==> src/rtl/uart_pkg.sv <==
// uart_pkg: shared UART state encoding, parity mode constants and parity helper.
package uart_pkg;

    typedef enum logic [2:0] {IDLE, START, DATA, PARITY, STOP} uart_tx_state_t;

    localparam int PARITY_NONE = 0;
    localparam int PARITY_EVEN = 1;
    localparam int PARITY_ODD  = 2;

    // Even parity makes the total count of ones even; odd parity inverts that.
    function automatic logic parity_bit(input logic [7:0] data, input int mode);
        return (mode == PARITY_ODD) ? ~^data : ^data;
    endfunction

endpackage

==> src/rtl/uart_baud_counter.sv <==
// uart_baud_counter: counts 0..CLKS_PER_BIT-1 while enabled, ticks on the last count of each bit.
module uart_baud_counter #(
    parameter int CLKS_PER_BIT = 868
) (
    input  logic clock,
    input  logic reset,
    input  logic enable,
    output logic bit_tick
);

    localparam int CW = (CLKS_PER_BIT > 1) ? $clog2(CLKS_PER_BIT) : 1;
    localparam logic [CW-1:0] LAST = CW'(CLKS_PER_BIT - 1);

    logic [CW-1:0] count;

    assign bit_tick = enable && (count == LAST);

    always_ff @(posedge clock) begin
        if (reset || !enable)
            count <= '0;
        else
            count <= bit_tick ? '0 : count + 1'b1;
    end

endmodule

==> src/rtl/uart_tx_serializer.sv <==
// uart_tx_serializer: 8N1-style UART transmitter with optional parity and 1 or 2 stop bits.
module uart_tx_serializer
    import uart_pkg::*;
#(
    parameter int CLKS_PER_BIT = 868,
    parameter int PARITY_MODE  = 0,
    parameter int STOP_BITS    = 1
) (
    input  logic       clock,
    input  logic       reset,
    input  logic       tx_start,
    input  logic [7:0] tx_data,
    output logic       tx,
    output logic       tx_busy,
    output logic       tx_done
);

    uart_tx_state_t state, state_n;
    logic [7:0] shift_reg, shift_n;
    logic [2:0] bit_idx, idx_n;
    logic       stop_cnt, stop_n;
    logic       par_r, par_n;
    logic       tx_n, busy_n, done_n;
    logic       bit_tick;

    uart_baud_counter #(.CLKS_PER_BIT(CLKS_PER_BIT)) u_baud (
        .clock    (clock),
        .reset    (reset),
        .enable   (state != IDLE),
        .bit_tick (bit_tick)
    );

    always_ff @(posedge clock) begin
        if (reset) begin
            state     <= IDLE;
            shift_reg <= '0;
            bit_idx   <= '0;
            stop_cnt  <= 1'b0;
            par_r     <= 1'b0;
            tx        <= 1'b1;
            tx_busy   <= 1'b0;
            tx_done   <= 1'b0;
        end else begin
            state     <= state_n;
            shift_reg <= shift_n;
            bit_idx   <= idx_n;
            stop_cnt  <= stop_n;
            par_r     <= par_n;
            tx        <= tx_n;
            tx_busy   <= busy_n;
            tx_done   <= done_n;
        end
    end

    // Outputs are computed one cycle ahead so tx/tx_busy/tx_done come straight from flops.
    always_comb begin
        state_n = state;
        shift_n = shift_reg;
        idx_n   = bit_idx;
        stop_n  = stop_cnt;
        par_n   = par_r;
        tx_n    = tx;
        busy_n  = tx_busy;
        done_n  = 1'b0;
        case (state)
            IDLE: begin
                tx_n   = 1'b1;
                busy_n = 1'b0;
                if (tx_start) begin
                    shift_n = tx_data;
                    par_n   = parity_bit(tx_data, PARITY_MODE);
                    idx_n   = '0;
                    stop_n  = 1'b0;
                    state_n = START;
                    tx_n    = 1'b0;
                    busy_n  = 1'b1;
                end
            end
            START: begin
                if (bit_tick) begin
                    state_n = DATA;
                    tx_n    = shift_reg[0];
                end
            end
            DATA: begin
                if (bit_tick) begin
                    shift_n = shift_reg >> 1;
                    idx_n   = bit_idx + 3'd1;
                    if (bit_idx == 3'd7) begin
                        state_n = (PARITY_MODE != PARITY_NONE) ? PARITY : STOP;
                        tx_n    = (PARITY_MODE != PARITY_NONE) ? par_r : 1'b1;
                    end else begin
                        tx_n = shift_reg[1];
                    end
                end
            end
            PARITY: begin
                if (bit_tick) begin
                    state_n = STOP;
                    tx_n    = 1'b1;
                end
            end
            STOP: begin
                tx_n = 1'b1;
                if (bit_tick) begin
                    if (stop_cnt == 1'(STOP_BITS - 1)) begin
                        state_n = IDLE;
                        busy_n  = 1'b0;
                        done_n  = 1'b1;
                    end else begin
                        stop_n = stop_cnt + 1'b1;
                    end
                end
            end
            default: begin
                state_n = IDLE;
                tx_n    = 1'b1;
                busy_n  = 1'b0;
            end
        endcase
    end

endmodule

==> config.mk <==
export PLATFORM = sky130hd
export DESIGN_NAME = uart_tx_serializer
export DESIGN_NICKNAME = d
export VERILOG_FILES = /design/src/rtl/uart_pkg.sv /design/src/rtl/uart_baud_counter.sv /design/src/rtl/uart_tx_serializer.sv
export SDC_FILE = /design/constraint.sdc
export NUM_CORES = 1
export LEC_CHECK = 0
export BUFFER_PORTS_ARGS = -buffer_cell sky130_fd_sc_hd__buf_2
export CELL_PAD_IN_SITES_DETAIL_PLACEMENT = 1
export CELL_PAD_IN_SITES_GLOBAL_PLACEMENT = 1
export CORE_AREA = 2 2 63 65
export CTS_CLUSTER_DIAMETER = 80
export CTS_CLUSTER_SIZE = 8
export DETAILED_ROUTE_END_ITERATION = 8
export DIE_AREA = 0 0 65 67
export PLACE_DENSITY = 0.64
export SLEW_MARGIN = 20
export SYNTH_ARGS = -nofsm -noshare
export SYNTH_HDL_FRONTEND = slang
export SYNTH_SLANG_ARGS = --single-unit
export TNS_END_PERCENT = 5
==> constraint.sdc <==
create_clock -name clock -period 2.1 [get_ports clock]
set_input_delay 0 -clock clock [delete_from_list [all_inputs] [get_ports clock]]
set_output_delay 0 -clock clock [all_outputs]
set_load 0.1 [all_outputs]
==> flow_summary.toml <==
[layout]
fill_cells = 431
syn_to_final_growth_pct = 9.89
antenna_cells = 0
drive_above_1_share_pct = 19.2
final_cell_mix = "dfxtp_1 (27), nor2_1 (19), buf_2 (13)"
fin_area_um2 = 1500
final_common_cell = "dfxtp_1"
fin_nets = 171
largest_register_ffs = 10

[power_and_ir_drop]
swShare_pct = 26.5
power.leakage_nw = 0.540
cellPowerDensity_nw_per_um2 = 634
switchingPower_mw = 0.253
pwr-share-clk_pct = 31.0
worst_ir_drop_vdd_mv = 0.211
power_frac_seq_pct = 56.7
power_frac_comb_pct = 12.2
internal_power_mw = 0.700

[global_routing]
antenna_found_initial = 0
use_met1_pct = 17.3
grt_pass1_wl_mm = 4.94
grt_usage_pct = 14.6
grt_pass1_vias = 1080
grt_max_degree = 25
grtUsageMet3_pct = 2.53
use_met2_pct = 27.1
grt-ovfl-total = 0
busiest_layer = "met2"

[worst_setup_path]
rr_worst_depth = 5
critical_path.slowest_cell = "a41oi_4"
r2r_start = "u_baud.count[0]"
cp_num_buf_inv = 0
rr_endpoint = "bit_idx[2]"
cp_top_family = "compound AO/OA/AOI/OAI gates"
crit_arrival_ps = 1980
crit_required_ps = 2300
path_class = "register to register"
cp-start-kind = "register"
regToRegSetupSlack_ps = 320
path_max_fanout = 18
cp_cell_sequence = "ha_1 -> and4b_4 -> a41oi_4 -> o21ai_1 -> a21oi_1"
max_stage_delay_ps = 600
worst_setup_path_end_kind = "register"

[die]
die-area_um2 = 4360
ioPinCount = 14
die_h_um = 67
coreArea_um2 = 3610
num_rows = 22
die_x_um = 65
start_util_pct = 37.9

[synth]
synth-edff-count = 0
synth-adder-area-share_pct = 2.75
yosys.area_share.simple_pct = 23.2
synth_top_area_share_pct = 39.6
yosys.area.top_type = "dfxtp_1"
syn_inst = 145
synth_top_family_by_area = "simple AND/OR/NAND/NOR gates"
netlist_top_cells_area = "dfxtp_1 (40%), o41ai_2 (8.3%), mux2i_1 (5.9%)"
ys_dominant_reg_cell = "dfxtp_1"
yosysSeqAreaShare_pct = 39.6
synth_fp_nets = 159
ys_ff_latch = 27
synthArstFlopShare_pct = 0
synth-compound-area-share_pct = 20.1
synth_area_um2 = 1370
postSynthAreaPerCell_um2 = 9.42
synthXorXnorAreaFrac_pct = 5.13
yosys_warnings = 0
synthMuxAreaShare_pct = 5.86
yosysUniqueCellTypes = 34

[routing]
drtAntennaViolNets = 0
drtPass1Iterations = 4
drc = 0
wl_mm = 2.85
avgRoutedWirePerCell_um = 14.0
vias = 1068
vias_per_cell = 5.24
drtIter0Drc = 25

[hold_path]
min_from = "tx_data[7]"
hp-class = "input pin to register"
hold_end = "shift_reg[7]"
hold_depth = 3

[timing]
relSlewSlack_pct = 54.8
setup_viol = 0
worst_slew_pin_slew_ps = 675
tns_ps = 0
fin_crit_sh_pct = 84.9
rsz0062_at_grt = "false"
hold_viol = 0
fmax_mhz = 561
slew_violations = 0
min_period_ps = 1780
fin_skew_ps = 3.99

[cts]
clkTransAtPathRegs_ps = 100
clock_path_buffers = 2
htreeDepth = 1
cts.sinks = 27
postCtsSetupRepairBufs = 0
ctsHoldBuffers = 0
cts_root_buf = "clkbuf_8"
cts_buffers = 3
cts_tree = "yes"
post_cts_resized = 0
clock_latency_ps = 270

[placement]
gp_congestion = 0.745
place_area_um2 = 1460
portBuffers = 13
dp_hpwl_mm = 2.05

[outcome]
status = "complete, no violations"

[run]
maxCapViolations = 0
==> area by class of cell <==
type,count,area (um^2),area share (%)
Multi-Input combinational cell,110,778,51.8
Sequential cell,27,541,36.0
Timing Repair Buffer,14,72.6,4.83
Tap cell,48,60.1,4.00
Clock buffer,3,41.3,2.75
Clock inverter,1,5.00,0.333
Inverter,1,3.75,0.250
==> kinds of logic (layout without fill, tap and decap cells) <==
family / count (synthesis) / after routing
AND/OR/NAND/NOR: 60 / 60
AO/OA/AOI/OAI: 31 / 31
flip-flops: 27 / 27
XOR/XNOR: 8 / 8
multiplexers: 8 / 8
buffers and inverters: 8 / 19
adder cells (fa/ha/maj): 3 / 3
==> worst max path at each step <==
stage	endpoint	cells past startpoint	start
after floorplan	shift_reg[0]	6	u_baud.count[0]
after global placement	shift_reg[0]	5	u_baud.count[0]
after detailed placement	bit_idx[2]	5	u_baud.count[0]
after CTS	bit_idx[2]	5	u_baud.count[0]
after global routing	shift_reg[4]	5	u_baud.count[0]
final	bit_idx[2]	5	u_baud.count[0]
==> power groups by stage <==
stage	clock network [mW]	registers (mW)	logic [mW]
global placement	0	0.551	0.114
CTS	0.309	0.540	0.118
detailed placement	0	0.552	0.118
global route	0.328	0.543	0.129
floorplan	0	0.571	0.0744
finish	0.295	0.540	0.117
==> synth_stat cells (3+ instances only) <==
cell / number
o41ai_2: 7
a21oi_1: 5
mux2i_1: 8
o21ai_1: 11
ha_1: 3
nand2_1: 9
xnor2_1: 6
nor2_1: 19
nand3_1: 8
dfxtp_1: 27
nor2b_1: 8
nor3_1: 6
==> worst register-to-register path, stage by stage (launching register included) <==
cell     delay, ps
dfxtp_1        350
ha_1           260
and4b_4        240
a41oi_4        600
o21ai_1        120
a21oi_1        150
==> metrics by stage <==
stage                     total power, mW  hold slack [ps]  utilization [%]  std cells  worst slack (ps)
after CTS                           0.967             22.5             41.6        204               294
after global placement              0.666              331             40.4        200               409
after global routing                 1.00             39.0             41.6        204               144
after detailed placement            0.670              315             40.4        200               309
after floorplan                     0.645              152                -        145               524
final                               0.952             18.9             41.6        204               317
==> metal layers <==
layer	vias to the layer above	routed length, um
met3	2	50
met2	6	1400
li1	543	-
met5	-	0
met1	517	1380
met4	0	18
Power figures use the tool's default switching activity.
